--- config.mk ---
export PLATFORM = sky130hd
export DESIGN_NAME = uart_bcd_frame_tx
export DESIGN_NICKNAME = d
export VERILOG_FILES = /design/src/rtl/uart_pkg.sv /design/src/rtl/uart_char_tx.sv /design/src/rtl/uart_bcd_frame_tx.sv
export SDC_FILE = /design/constraint.sdc
export NUM_CORES = 1
export LEC_CHECK = 0
export ABC_CLOCK_PERIOD_IN_PS = 12900
export BUFFER_PORTS_ARGS = -buffer_cell sky130_fd_sc_hd__buf_2
export CAP_MARGIN = 20
export CORE_MARGIN = 3
export CORE_UTILIZATION = 60
export DETAILED_ROUTE_END_ITERATION = 12
export GPL_TIMING_DRIVEN = 0
export PLACE_DENSITY = 0.8
export SLEW_MARGIN = 30
export SYNTH_ARGS = -nofsm -noshare
export SYNTH_HDL_FRONTEND = slang
export SYNTH_HIERARCHICAL = 1
export SYNTH_SLANG_ARGS = --single-unit
export TNS_END_PERCENT = 10
--- constraint.sdc ---
create_clock -name baud_clk -period 12.9 [get_ports baud_clk]
set_clock_uncertainty 0.05 [all_clocks]
set_input_delay 0 -clock baud_clk [delete_from_list [all_inputs] [get_ports baud_clk]]
set_output_delay 0 -clock baud_clk [all_outputs]
set_load 0.02 [all_outputs]
--- src/rtl/uart_pkg.sv ---
// Shared constants, transmitter state type and BCD-to-ASCII helper for the
// BCD frame UART sender.
package uart_pkg;

  localparam logic [7:0] ASCII_ZERO = 8'h30;
  localparam logic [7:0] ASCII_DP   = 8'h2E;
  localparam logic [7:0] ASCII_CR   = 8'h0D;
  localparam logic [7:0] ASCII_LF   = 8'h0A;
  localparam logic [7:0] ASCII_ERR  = 8'h3F;

  typedef enum logic [2:0] {
    IDLE      = 3'd0,
    START_BIT = 3'd1,
    DATA      = 3'd2,
    PARITY    = 3'd3,
    STOP      = 3'd4
  } tx_state_e;

  function automatic logic [7:0] bcd_to_ascii(input logic [3:0] digit);
    logic [7:0] ch;
    if (digit <= 4'd9) begin
      ch = ASCII_ZERO + {4'd0, digit};
    end else begin
      ch = ASCII_ERR;
    end
    return ch;
  endfunction

endpackage

--- src/rtl/uart_char_tx.sv ---
// Serialises one byte as start, 8 data bits LSB first, optional even parity
// (UART_BCD_PARITY_EN) and STOP_BITS stop bits; tx_out is registered.
module uart_char_tx
  import uart_pkg::*;
#(
  parameter int STOP_BITS = 1
) (
  input  logic       clk,
  input  logic       reset,
  input  logic       load,
  input  logic [7:0] data,
  output logic       ready,
  output logic       tx_out
);

  localparam logic STOP_LAST = (STOP_BITS == 2) ? 1'b1 : 1'b0;

  tx_state_e  state_q, state_d;
  logic [2:0] bit_idx_q, bit_idx_d;
  logic       stop_cnt_q, stop_cnt_d;
  logic [7:0] byte_q, byte_d;
  logic       tx_q, tx_d;
  logic       last_stop_s;

  // Ready also in the final stop cycle so the next character starts without a gap.
  assign last_stop_s = (state_q == STOP) && (stop_cnt_q == STOP_LAST);
  assign ready       = (state_q == IDLE) || last_stop_s;
  assign tx_out      = tx_q;

  // Next-state and next-output logic.
  always_comb begin
    state_d    = state_q;
    bit_idx_d  = bit_idx_q;
    stop_cnt_d = stop_cnt_q;
    byte_d     = byte_q;
    tx_d       = 1'b1;

    case (state_q)
      IDLE: begin
        if (load) begin
          byte_d  = data;
          state_d = START_BIT;
        end else begin
          state_d = IDLE;
        end
      end
      START_BIT: begin
        bit_idx_d = 3'd0;
        state_d   = DATA;
      end
      DATA: begin
        bit_idx_d = bit_idx_q + 3'd1;
        if (bit_idx_q == 3'd7) begin
`ifdef UART_BCD_PARITY_EN
          state_d = PARITY;
`else
          state_d = STOP;
`endif
          stop_cnt_d = 1'b0;
        end else begin
          state_d = DATA;
        end
      end
      PARITY: begin
        stop_cnt_d = 1'b0;
        state_d    = STOP;
      end
      STOP: begin
        if (last_stop_s) begin
          stop_cnt_d = 1'b0;
          if (load) begin
            byte_d  = data;
            state_d = START_BIT;
          end else begin
            state_d = IDLE;
          end
        end else begin
          stop_cnt_d = stop_cnt_q + 1'b1;
        end
      end
      default: begin
        state_d = IDLE;
      end
    endcase

    // Line level is decoded from the state being entered so tx_out is a flop.
    case (state_d)
      START_BIT: tx_d = 1'b0;
      DATA:      tx_d = byte_d[bit_idx_d];
      PARITY:    tx_d = ^byte_d;
      default:   tx_d = 1'b1;
    endcase
  end

  // State and line registers.
  always_ff @(posedge clk) begin
    if (reset) begin
      state_q    <= IDLE;
      bit_idx_q  <= 3'd0;
      stop_cnt_q <= 1'b0;
      byte_q     <= 8'd0;
      tx_q       <= 1'b1;
    end else begin
      state_q    <= state_d;
      bit_idx_q  <= bit_idx_d;
      stop_cnt_q <= stop_cnt_d;
      byte_q     <= byte_d;
      tx_q       <= tx_d;
    end
  end

endmodule

--- src/rtl/uart_bcd_frame_tx.sv ---
// Sends a snapshot of NUM_DIGITS BCD digits as ASCII with optional '.', then
// CR LF, over UART. Parity bit compiled in with UART_BCD_PARITY_EN.
module uart_bcd_frame_tx
  import uart_pkg::*;
#(
  parameter int NUM_DIGITS = 4,
  parameter int DP_POS     = 1,
  parameter int STOP_BITS  = 1
) (
  input  logic                    baud_clk,
  input  logic                    reset,
  input  logic                    start,
  input  logic [4*NUM_DIGITS-1:0] bcd_digits,
  output logic                    tx_out,
  output logic                    busy,
  output logic                    done
);

  localparam int         NUM_CHARS = NUM_DIGITS + ((DP_POS > 0) ? 1 : 0) + 2;
  localparam logic [3:0] LAST_IDX  = 4'(NUM_CHARS - 1);
  localparam logic [3:0] CR_IDX    = 4'(NUM_CHARS - 2);
  localparam logic [3:0] DP_IDX    = 4'(DP_POS);

  logic                    active_q, active_d;
  logic                    busy_q, busy_d;
  logic                    done_q, done_d;
  logic [3:0]              char_idx_q, char_idx_d;
  logic [4*NUM_DIGITS-1:0] snap_q, snap_d;
  logic                    load_s;
  logic                    char_ready_s;
  logic [7:0]              char_s;
  int                      digit_k;

  assign busy = busy_q;
  assign done = done_q;

  // Frame sequencer: accept a request while idle, advance on each character handoff.
  always_comb begin
    active_d   = active_q;
    char_idx_d = char_idx_q;
    snap_d     = snap_q;
    done_d     = 1'b0;
    load_s     = 1'b0;

    if (!active_q) begin
      if (start) begin
        active_d   = 1'b1;
        char_idx_d = 4'd0;
        snap_d     = bcd_digits;
        load_s     = 1'b1;
      end else begin
        active_d = 1'b0;
      end
    end else if (char_ready_s) begin
      if (char_idx_q < LAST_IDX) begin
        char_idx_d = char_idx_q + 4'd1;
        load_s     = 1'b1;
      end else begin
        active_d = 1'b0;
        done_d   = 1'b1;
      end
    end else begin
      active_d = 1'b1;
    end

    busy_d = active_d;
  end

  // Character mux works on the next-cycle index/snapshot so the byte is ready at load.
  always_comb begin
    char_s  = ASCII_LF;
    digit_k = 0;
    if ((DP_POS > 0) && (char_idx_d == DP_IDX)) begin
      char_s = ASCII_DP;
    end else if (char_idx_d == CR_IDX) begin
      char_s = ASCII_CR;
    end else if (char_idx_d == LAST_IDX) begin
      char_s = ASCII_LF;
    end else begin
      digit_k = ((DP_POS > 0) && (char_idx_d > DP_IDX)) ? (int'(char_idx_d) - 1) : int'(char_idx_d);
      char_s  = bcd_to_ascii(snap_d[4*(NUM_DIGITS-1-digit_k) +: 4]);
    end
  end

  // Sequencer registers.
  always_ff @(posedge baud_clk) begin
    if (reset) begin
      active_q   <= 1'b0;
      busy_q     <= 1'b0;
      done_q     <= 1'b0;
      char_idx_q <= 4'd0;
      snap_q     <= '0;
    end else begin
      active_q   <= active_d;
      busy_q     <= busy_d;
      done_q     <= done_d;
      char_idx_q <= char_idx_d;
      snap_q     <= snap_d;
    end
  end

  uart_char_tx #(
    .STOP_BITS(STOP_BITS)
  ) u_char_tx (
    .clk   (baud_clk),
    .reset (reset),
    .load  (load_s),
    .data  (char_s),
    .ready (char_ready_s),
    .tx_out(tx_out)
  );

endmodule

---- Word level (Yosys, flattened, before mapping) ----
Cells that the tools add are included.
W data, S select, Z words.
storage, ports and cells
  logic and storage cells ................. 74
  flip-flop bits (word level) ............. 38
  input port bits ......................... 19
  output and inout bits ................... 3
cells by class
  $lt $le $gt $ge ......................... 4
  shift-type cells ........................ 1
  add/subtract/negate cells ............... 6
  equality and inequality tests ........... 12
  reductions and logical operators ........ 7
  bitwise gates (word level) .............. 3
  multiplexer cells ....................... 32
operator list
  cell                     count
  $mux W16                 2
  $shiftx A16 B32 Y4       1
  $mux W30                 1
  $sub A3 B30 Y30 const A  1
  $mux W7                  4
  $mux W4                  4
  $mux W8                  2
  $pmux W8 S2              1
  $pmux W3 S5              1
  $eq A3 B2 Y1 const B     4
  $mux W1                  11
  $eq A4 B3 Y1 const B     2
  $reduce_xor A8 Y1        1
  $add A6 B4 Y7 const A    1
  $eq A3 B1 Y1 const B     2
  $eq A3 B3 Y1 const B     2
  $mux W3                  2
  $pmux W1 S3              2
  $pmux W3 S2              1
  $sub A4 B1 Y5 const B    1
  $add A4 B1 Y4 const B    1
  $eq A4 B1 Y1 const B     1
  $gt A4 B1 Y1 const B     1
  $le A4 B4 Y1 const B     1
  other kinds (13)         15

---- Logic depth before layout (Yosys ltp) ----
Gate-level depths: netlist of the first run.
  word-level depth ........................ 20
  mapped depth ............................ 22
  depth with buffers taken out ............ 19

---- Modules after synthesis ----
Netlist of the first run, hierarchy kept.
modules (own cells, without submodules)
  module             area each (µm²)  instances  cells an instance  sequential area each (µm²)
  uart_bcd_frame_tx  1534.0           1          191                440.4
  uart_char_tx       1004.7           1          121                320.3

---- Least setup slack after synthesis of the first run ----
No wires, ideal clock.
  path kind ............................... reg2reg
  from .................................... reg u_char_tx.state_q[2]
  to ...................................... reg u_char_tx.tx_q, in the netlist u_char_tx/tx_out
  cell stages (with the launch flop) ...... 22
  buffers on the path ..................... 2
  data required time ...................... 12.771 ns
  path slack .............................. 8.771 ns
  arrival ................................. 4.000 ns
  setup time .............................. 0.079 ns
  clock period less this slack ............ 4.129 ns
  path through ............................ dfxtp_1 a211oi_4 nand3b_1 or3_1 nand2_2 ha_1 inv_1 a21oi_4 and3_1 buf_6 o22a_1 buf_4 mux2i_1 a311oi_1 a21oi_1 o41ai_2 mux2i_1 nand2_1 nand2_1 o32ai_2 mux2i_1 o221ai_2
on the way
  cells in the longest elaborated chain, start to end .. 20
  elaborated cells between the ends (all ways) .. 39
  classes of those cells .................. 3 x add/sub; 2 x order compare; 10 x eq/ne; 1 x shift; 19 x mux; 4 x reduce/logical
ends and longest elaborated chain
  item                                           RTL line                                text
  start, declared                                uart_char_tx.sv:18                      tx_state_e state_q, state_d;
  start signal, assigned                         uart_char_tx.sv:104                     state_q <= state_d;
  $eq A3 B3 Y1                                   uart_char_tx.sv:26                      assign last_stop_s = (state_q == STOP) && (stop_cnt_q == STOP_LAST);
  $logic_and A1 B1 Y1                            uart_char_tx.sv:26
  $logic_or A1 B1 Y1 (*)                         uart_char_tx.sv:27                      assign ready = (state_q == IDLE) || last_stop_s;
  net char_ready_s                               uart_bcd_frame_tx.sv:30                 logic char_ready_s;
  $mux W4 (*)                                    uart_bcd_frame_tx.sv:54                 end else if (char_ready_s) begin
  $mux W4 (*)                                    uart_bcd_frame_tx.sv:45                 if (!active_q) begin
  $sub A4 B1 Y5 or $gt A4 B1 Y1 (tied branches)  uart_bcd_frame_tx.sv:80                 digit_k = ((DP_POS > 0) && (char_idx_d > DP_IDX)) ? (int'(char_idx_d) - 1) : int'(char_idx_d);
  $mux W30                                       uart_bcd_frame_tx.sv:80
  (+6 left out)                                  --
  $mux W7 (*)                                    uart_bcd_frame_tx.sv:73                 if ((DP_POS > 0) && (char_idx_d == DP_IDX)) begin
  net char_s[0]                                  uart_bcd_frame_tx.sv:31                 logic [7:0] char_s;
  $mux W8 (*)                                    uart_char_tx.sv:40, uart_char_tx.sv:71
  $mux W8                                        uart_char_tx.sv:69                      if (last_stop_s) begin
  $pmux W8 S2 (*)                                uart_char_tx.sv:38                      case (state_q)
  $bmux W1 S3                                    uart_char_tx.sv:89                      DATA: tx_d = byte_d[bit_idx_d];
  $mux W1 (not written as such)                  uart_char_tx.sv:89
  $pmux W1 S3 (*)                                uart_char_tx.sv:87                      case (state_d)
  end signal, assigned                           uart_char_tx.sv:108                     tx_q <= tx_d;
  end, declared                                  uart_char_tx.sv:22                      logic tx_q, tx_d;
The timed path passes the listed nets; every way through them passes the cells marked *. The select of a mux whose other input is x is not followed.
A chain may end at the register's enable or synchronous reset.

---- Worst setup path after layout of the first run ----
Same ends and word-level chain as after synthesis.

==> reports/metrics.yaml, run 1 <==
cts_tree: "done"
p_comb_frac: 0.323
die_y_um: 71.0
synth_edf_count: 0
r2r.worst_path.cells: 21
nNetsFinal: 387
required_ns: 13.06
hold_path_depth: 2
post-route-period-util: 0.388
p_seq_frac: 0.353
synthMuxAreaShare: 0.0700
slew_viol_final: 0
nFillCells: 327
synth_cell_type_count: 69
p_int_mw: 0.256
rsz0062_at_grt: "false"
insertion_delay_ns: 0.29
finalPower_mw: 0.376
drive_gt1_frac: 0.184
grt_antenna_before_repair: 0
power_density_nw_per_um2: 123
ir_worst_vdd_uv: 71.3
path_clk_slew_ns: 0.08
synth.avg_cell_area_um2: 8.14
postCtsResizedCells: 0
synth_area_um2: 2540
overflow: 0
place.gp.congestion: 0.863
maxCapViolCount: 0
core_um2: 4030
tns_ns: 0
num_rows: 23
worstSetupPathType: "reg -> reg"
synthAdderAreaFrac: 0.0246
crit_arrival_ns: 5.16
power_frac_clock: 0.324
cts_buffers: 5
grt_pass1_wl_um: 10900
status: "finished, final reports clean"
synth_xor_area_frac: 0.00345
max_freq_mhz: 200
p_leak_nw: 1.21
synth_flop_cell: "dfxtp_1"
grt_pass1_vias: 2433
cp-end-kind: "flip-flop"
area_delta_synth_final_pct: 20.1
cts_hold_buf: 18
dr.pass1.iters: 5
post_cts_buffers: 0
port_buffers: 21
vias: 2529
async_flop_share: 0
clk_path_buf_depth: 2
ant_nets: 0
htree_levels: 2
io_pins: 22
wl_per_cell_um: 15.5
finalSetupViolCount: 0
worst_slew_pin_slew_ns: 0.711
grt_max_degree: 14
seq_area_frac_synth: 0.300
min_path_type: "reg -> reg"
synth-compound-area-share: 0.277
routed_via_density: 6.11
cp_max_fo: 11
yosys_warnings: 6
root_buffer: "clkbuf_8"
fp.dieArea_um2: 5050
postSynthCellCount: 312
synthSimpleGateAreaFrac: 0.266
post-route-min-period_ns: 5.00
drt-total-wl_um: 6430
fp.dieW_um: 71.0
initial_core_util: 0.630
slew_headroom: 0.522
route.detailed.drc: 0
synth_seq_cells: 38
grt_usage: 0.266
antennaDiodeCount: 0
p_switching_mw: 0.121
hold_viol: 0
clock-sinks: 38
startpoint_type: "flip-flop"
dp_hpwl_um: 4450
drt_iter0_markers: 295
synth_top_family_by_area: "compound AO/OA/AOI/OAI gates"
switching_share: 0.321
layer usage:
metal	track usage	vias to the layer above	share of wire
li1	-	1233	-
met1	0.351	1202	0.44
met2	0.449	90	0.49
met3	0.0455	4	0.067
met4	0.0689	0	0.0070
met5	0	-	0
worst paths after layout:
kind | startpoint | end | slack (ns)
max | u_char_tx/state_q[2] | u_char_tx/tx_out | 7.90
max reg2reg | u_char_tx/state_q[2] | u_char_tx/tx_out | 7.90
min | snap_q[14] | snap_q[14] | 0.41
min reg2reg | snap_q[14] | snap_q[14] | 0.41
worst max-delay path: stages (launching register included):
cell and delay (ns):
dfxtp_1 0.40, a211oi_4 0.58, nand3b_1 0.22, or3_1 0.40, nand2_2 0.15, ha_1 0.28, inv_1 0.17, a21oi_4 0.22
and3_1 0.20, buf_6 0.12, o22a_1 0.13, buf_4 0.17, mux2i_1 0.12, a311oi_1 0.38, a21oi_1 0.13, o41ai_2 0.33
mux2i_1 0.14, nand2_1 0.09, nand2_1 0.08, o32ai_2 0.25, mux2i_1 0.14, o221ai_2 0.17
stage by stage:
stage               instances  area (µm²)  worst slack (ns)  hold slack [ns]   util
floorplan                 317        2560              8.77           0.0191      -
global route              414        3050              7.51            0.429  0.757
CTS                       414        3040              7.99            0.409  0.755
detailed placement        388        2730              8.07            0.197  0.676
finish                    414        3050              7.90            0.409  0.757
global placement          388        2730              8.16            0.190  0.676
synthesized netlist by cell type (3+ instances only):
cell type / n / area, µm²
a21oi_1: 38 / 190
a22oi_1: 3 / 22.5
and2_1: 3 / 18.8
buf_4: 5 / 37.5
buf_6: 4 / 45.0
clkbuf_1: 10 / 37.5
dfxtp_1: 38 / 761
ha_1: 5 / 62.6
inv_1: 4 / 15.0
mux2i_1: 11 / 110
nand2_1: 66 / 248
nand2b_1: 4 / 25.0
nand3_1: 3 / 15.0
nand3b_1: 3 / 22.5
nor2_1: 19 / 71.3
nor2b_1: 3 / 18.8
nor3_1: 9 / 45.0
nor4_1: 3 / 18.8
o2111ai_1: 3 / 26.3
o211ai_1: 6 / 45.0
o21ai_0: 6 / 30.0
o221ai_1: 4 / 35.0
or3_1: 6 / 37.5
flip-flops by register name (all words and copies together) (netlist names):
signal                cells
snap_q                   16
u_char_tx/byte_q          8
char_idx_q                4
u_char_tx/bit_idx_q       3
u_char_tx/state_q         3
busy                      1
done                      1
u_char_tx/stop_cnt_q      1
u_char_tx/tx_out          1
cell type report:
class                   instances  area, µm²  share of cell area
multi-input cells             254       1660               0.543
flip-flops and latches         38        761               0.249
repair buffers                 39        285              0.0936
plain buffers                  20        125              0.0410
clock buffers                   5       68.8              0.0226
clock inverters                 3       68.8              0.0226
well taps                      50       62.6              0.0205
inverters                       5       21.3             0.00698
cell usage in the layout (no fill, tap or decap), types with 4 or more instances in the layout:
cell type and instances:
o221ai_1 4, inv_1 4, nor2_1 19, dlygate4sd3_1 18, nand2_1 66, buf_6 4, or3_1 6, o211ai_1 6
buf_2 22, clkbuf_8 5, clkbuf_1 10, ha_1 5, o21ai_0 6, dfxtp_1 38, a21oi_1 38, mux2i_1 11
nand2b_1 4, nor3_1 9, buf_4 5, conb_1 6
power groups by stage:
| stage | combinational, mW | sequential [mW] | clock (mW) |
|---|---|---|---|
| after global placement | 0.111 | 0.135 | 0 |
| after floorplan | 0.0898 | 0.135 | 0 |
| after CTS | 0.119 | 0.133 | 0.123 |
| final | 0.121 | 0.133 | 0.122 |
| after global routing | 0.133 | 0.134 | 0.127 |
| after detailed placement | 0.114 | 0.135 | 0 |
cell families (layout without fill, tap and decap cells):
family,count (synthesis),in the layout
AND/OR/NAND/NOR,135,135
AO/OA/AOI/OAI,92,92
flip-flops,38,38
buffers and inverters,25,72
multiplexers,15,15
adder cells (fa/ha/maj),5,5
other,1,6
XOR/XNOR,1,1
Note: power is estimated with default switching activity, not from simulation.
==> run 2: changes to the inputs <==
--- a/config.mk
+++ b/config.mk
@@ -5,14 +5,14 @@
 export SDC_FILE = /design/constraint.sdc
 export NUM_CORES = 1
 export LEC_CHECK = 0
-export ABC_CLOCK_PERIOD_IN_PS = 12900
+export ABC_CLOCK_PERIOD_IN_PS = 4500
 export BUFFER_PORTS_ARGS = -buffer_cell sky130_fd_sc_hd__buf_2
 export CAP_MARGIN = 20
 export CORE_MARGIN = 3
-export CORE_UTILIZATION = 60
+export CORE_UTILIZATION = 54
 export DETAILED_ROUTE_END_ITERATION = 12
 export GPL_TIMING_DRIVEN = 0
-export PLACE_DENSITY = 0.8
+export PLACE_DENSITY = 0.76
 export SLEW_MARGIN = 30
 export SYNTH_ARGS = -nofsm -noshare
 export SYNTH_HDL_FRONTEND = slang
==> constraint.sdc (replaced) <==
create_clock -name baud_clk -period 4.5 [get_ports baud_clk]
set_clock_uncertainty 0.05 [all_clocks]
set_input_delay 0 -clock baud_clk [delete_from_list [all_inputs] [get_ports baud_clk]]
set_output_delay 0 -clock baud_clk [all_outputs]
set_load 0.02 [all_outputs]
==> reports/metrics.yaml, run 2 (synthesis gave the netlist of run 1 again) <==
io_pins: 22
r2r.worst_path.cells: 20
cp-end-kind: "flip-flop"
cts_tree: "done"
final_cell_mix: "nand2_1, a21oi_1, dfxtp_1, buf_2, nor2_1"
grt_pass1_vias: 2183
dr.pass1.iters: 5
grt_usage: 0.237
post-route-min-period_ns: 4.25
post-route-period-util: 0.945
root_buffer: "clkbuf_8"
nFillCells: 384
drt_iter0_markers: 140
p_seq_frac: 0.374
required_ns: 4.62
grt_pass1_wl_um: 10300
wl_per_cell_um: 14.8
holdWs_ns: 0.409
drt-total-wl_um: 6350
ant_nets: 0
finish.utilization: 0.711
status: "finished, final reports clean"
slew_viol_final: 0
final_area_um2: 3160
initial_core_util: 0.571
grt_antenna_before_repair: 0
maxCapViolCount: 0
ir_worst_vdd_uv: 216
area_delta_synth_final_pct: 24.5
power_density_nw_per_um2: 322
wl_met2_um: 3010
path_clk_slew_ns: 0.08
power_frac_clock: 0.245
insertion_delay_ns: 0.29
largest_reg_flops: 16
place.gp.congestion: 0.853
p_comb_frac: 0.382
route.detailed.drc: 0
p_int_mw: 0.666
routed_via_density: 5.77
final_common_cell: "nand2_1"
max_freq_mhz: 235
port_buffers: 21
p_switching_mw: 0.353
crit_arrival_ns: 4.37
p_leak_nw: 1.25
slew_headroom: 0.574
dp_hpwl_um: 4300
fp.dieW_um: 74.6
dr_wl_met3_um: 288
nNetsFinal: 399
switching_share: 0.346
die_y_um: 74.6
worst_slew_pin_slew_ns: 0.633
vias: 2470
fp.dieArea_um2: 5560
cts_buffers: 5
antennaDiodeCount: 0
hold_viol: 0
grt_max_degree: 13
hold_path_depth: 2
cp_max_fo: 10
tns_ns: 0
dpl-instance-area_um2: 2730
min_path_type: "reg -> reg"
finalSetupViolCount: 0
regMostFlops: "snap_q"
drive_gt1_frac: 0.234
startpoint_type: "flip-flop"
core_um2: 4440
clock-sinks: 38
top_layer_used: "met4"
num_rows: 24
htree_levels: 2
worstSetupPathType: "reg -> reg"
clk_path_buf_depth: 2
drt-met1-wl_um: 2990
overflow: 0
largestRegisters: "snap_q x16, u_char_tx/byte_q x8, char_idx_q x4"
==> run 2: critical path, stage by stage (launching register included) <==
cell        delay (ns)
dfxtp_4           0.38
a211oi_4          0.28
nand3b_1          0.13
or3_4             0.39
nand2_4           0.12
ha_4              0.17
clkinvlp_4        0.15
a21oi_4           0.19
and3_1            0.20
buf_6             0.12
o22a_1            0.14
buf_6             0.14
mux2i_1           0.27
a311oi_2          0.15
a21oi_2           0.17
o41ai_2           0.10
buf_4             0.17
nor4_2            0.32
o32ai_2           0.12
mux2i_1           0.23
o221ai_2          0.11
==> run 2: path summary, 6_finish.rpt <==
kind	start	to	slack, ns
worst max-delay path	u_char_tx/state_q[2]	u_char_tx/tx_out	0.25
worst min-delay path	snap_q[14]	snap_q[14]	0.41
worst max register to register	u_char_tx/state_q[2]	u_char_tx/tx_out	0.25
worst min register to register	snap_q[14]	snap_q[14]	0.41
==> run 2: layer usage <==
layer / track usage / up-vias
li1: - / 1262
met1: 0.319 / 1139
met2: 0.393 / 60
met3: 0.0405 / 9
met4: 0.0652 / 0
met5: 0 / -
==> run 2: layout make-up <==
cell class,count,area [µm²],share of cell area
multi-input combinational,254,1710,0.540
sequential,38,764,0.242
timing repair buffer,51,375,0.119
buffer,20,129,0.0408
clock buffer,6,82.6,0.0261
tap,52,65.1,0.0206
inverter,5,25.0,0.00792
clock inverter,2,12.5,0.00396
==> run 2: power groups by stage <==
stage / combinational (mW) / clock [mW] / sequential, mW
floorplan: 0.258 / 0 / 0.387
global placement: 0.318 / 0 / 0.387
detailed placement: 0.325 / 0 / 0.388
CTS: 0.341 / 0.251 / 0.380
global route: 0.427 / 0.268 / 0.383
finish: 0.389 / 0.249 / 0.381
==> run 2: what timing repair did <==
| item | CTS | global route |
|---|---|---|
| pin swaps | 1 | 5 |
| setup endpoints to repair | 1 | 1 |
| hold buffers | 18 | 0 |
| resized for setup | 1 | 12 |
| setup buffers | 1 | 11 |
| gates cloned | 0 | 0 |
| hold endpoints to repair | 22 | 0 |
==> run 2: metrics by stage <==
step / setup WS (ns) / cells / total power, mW
detailed placement: -0.324 / 390 / 0.713
CTS: 0.0469 / 417 / 0.973
global placement: -0.244 / 390 / 0.706
finish: 0.249 / 428 / 1.02
global route: -0.0194 / 428 / 1.08
floorplan: 0.371 / 317 / 0.644
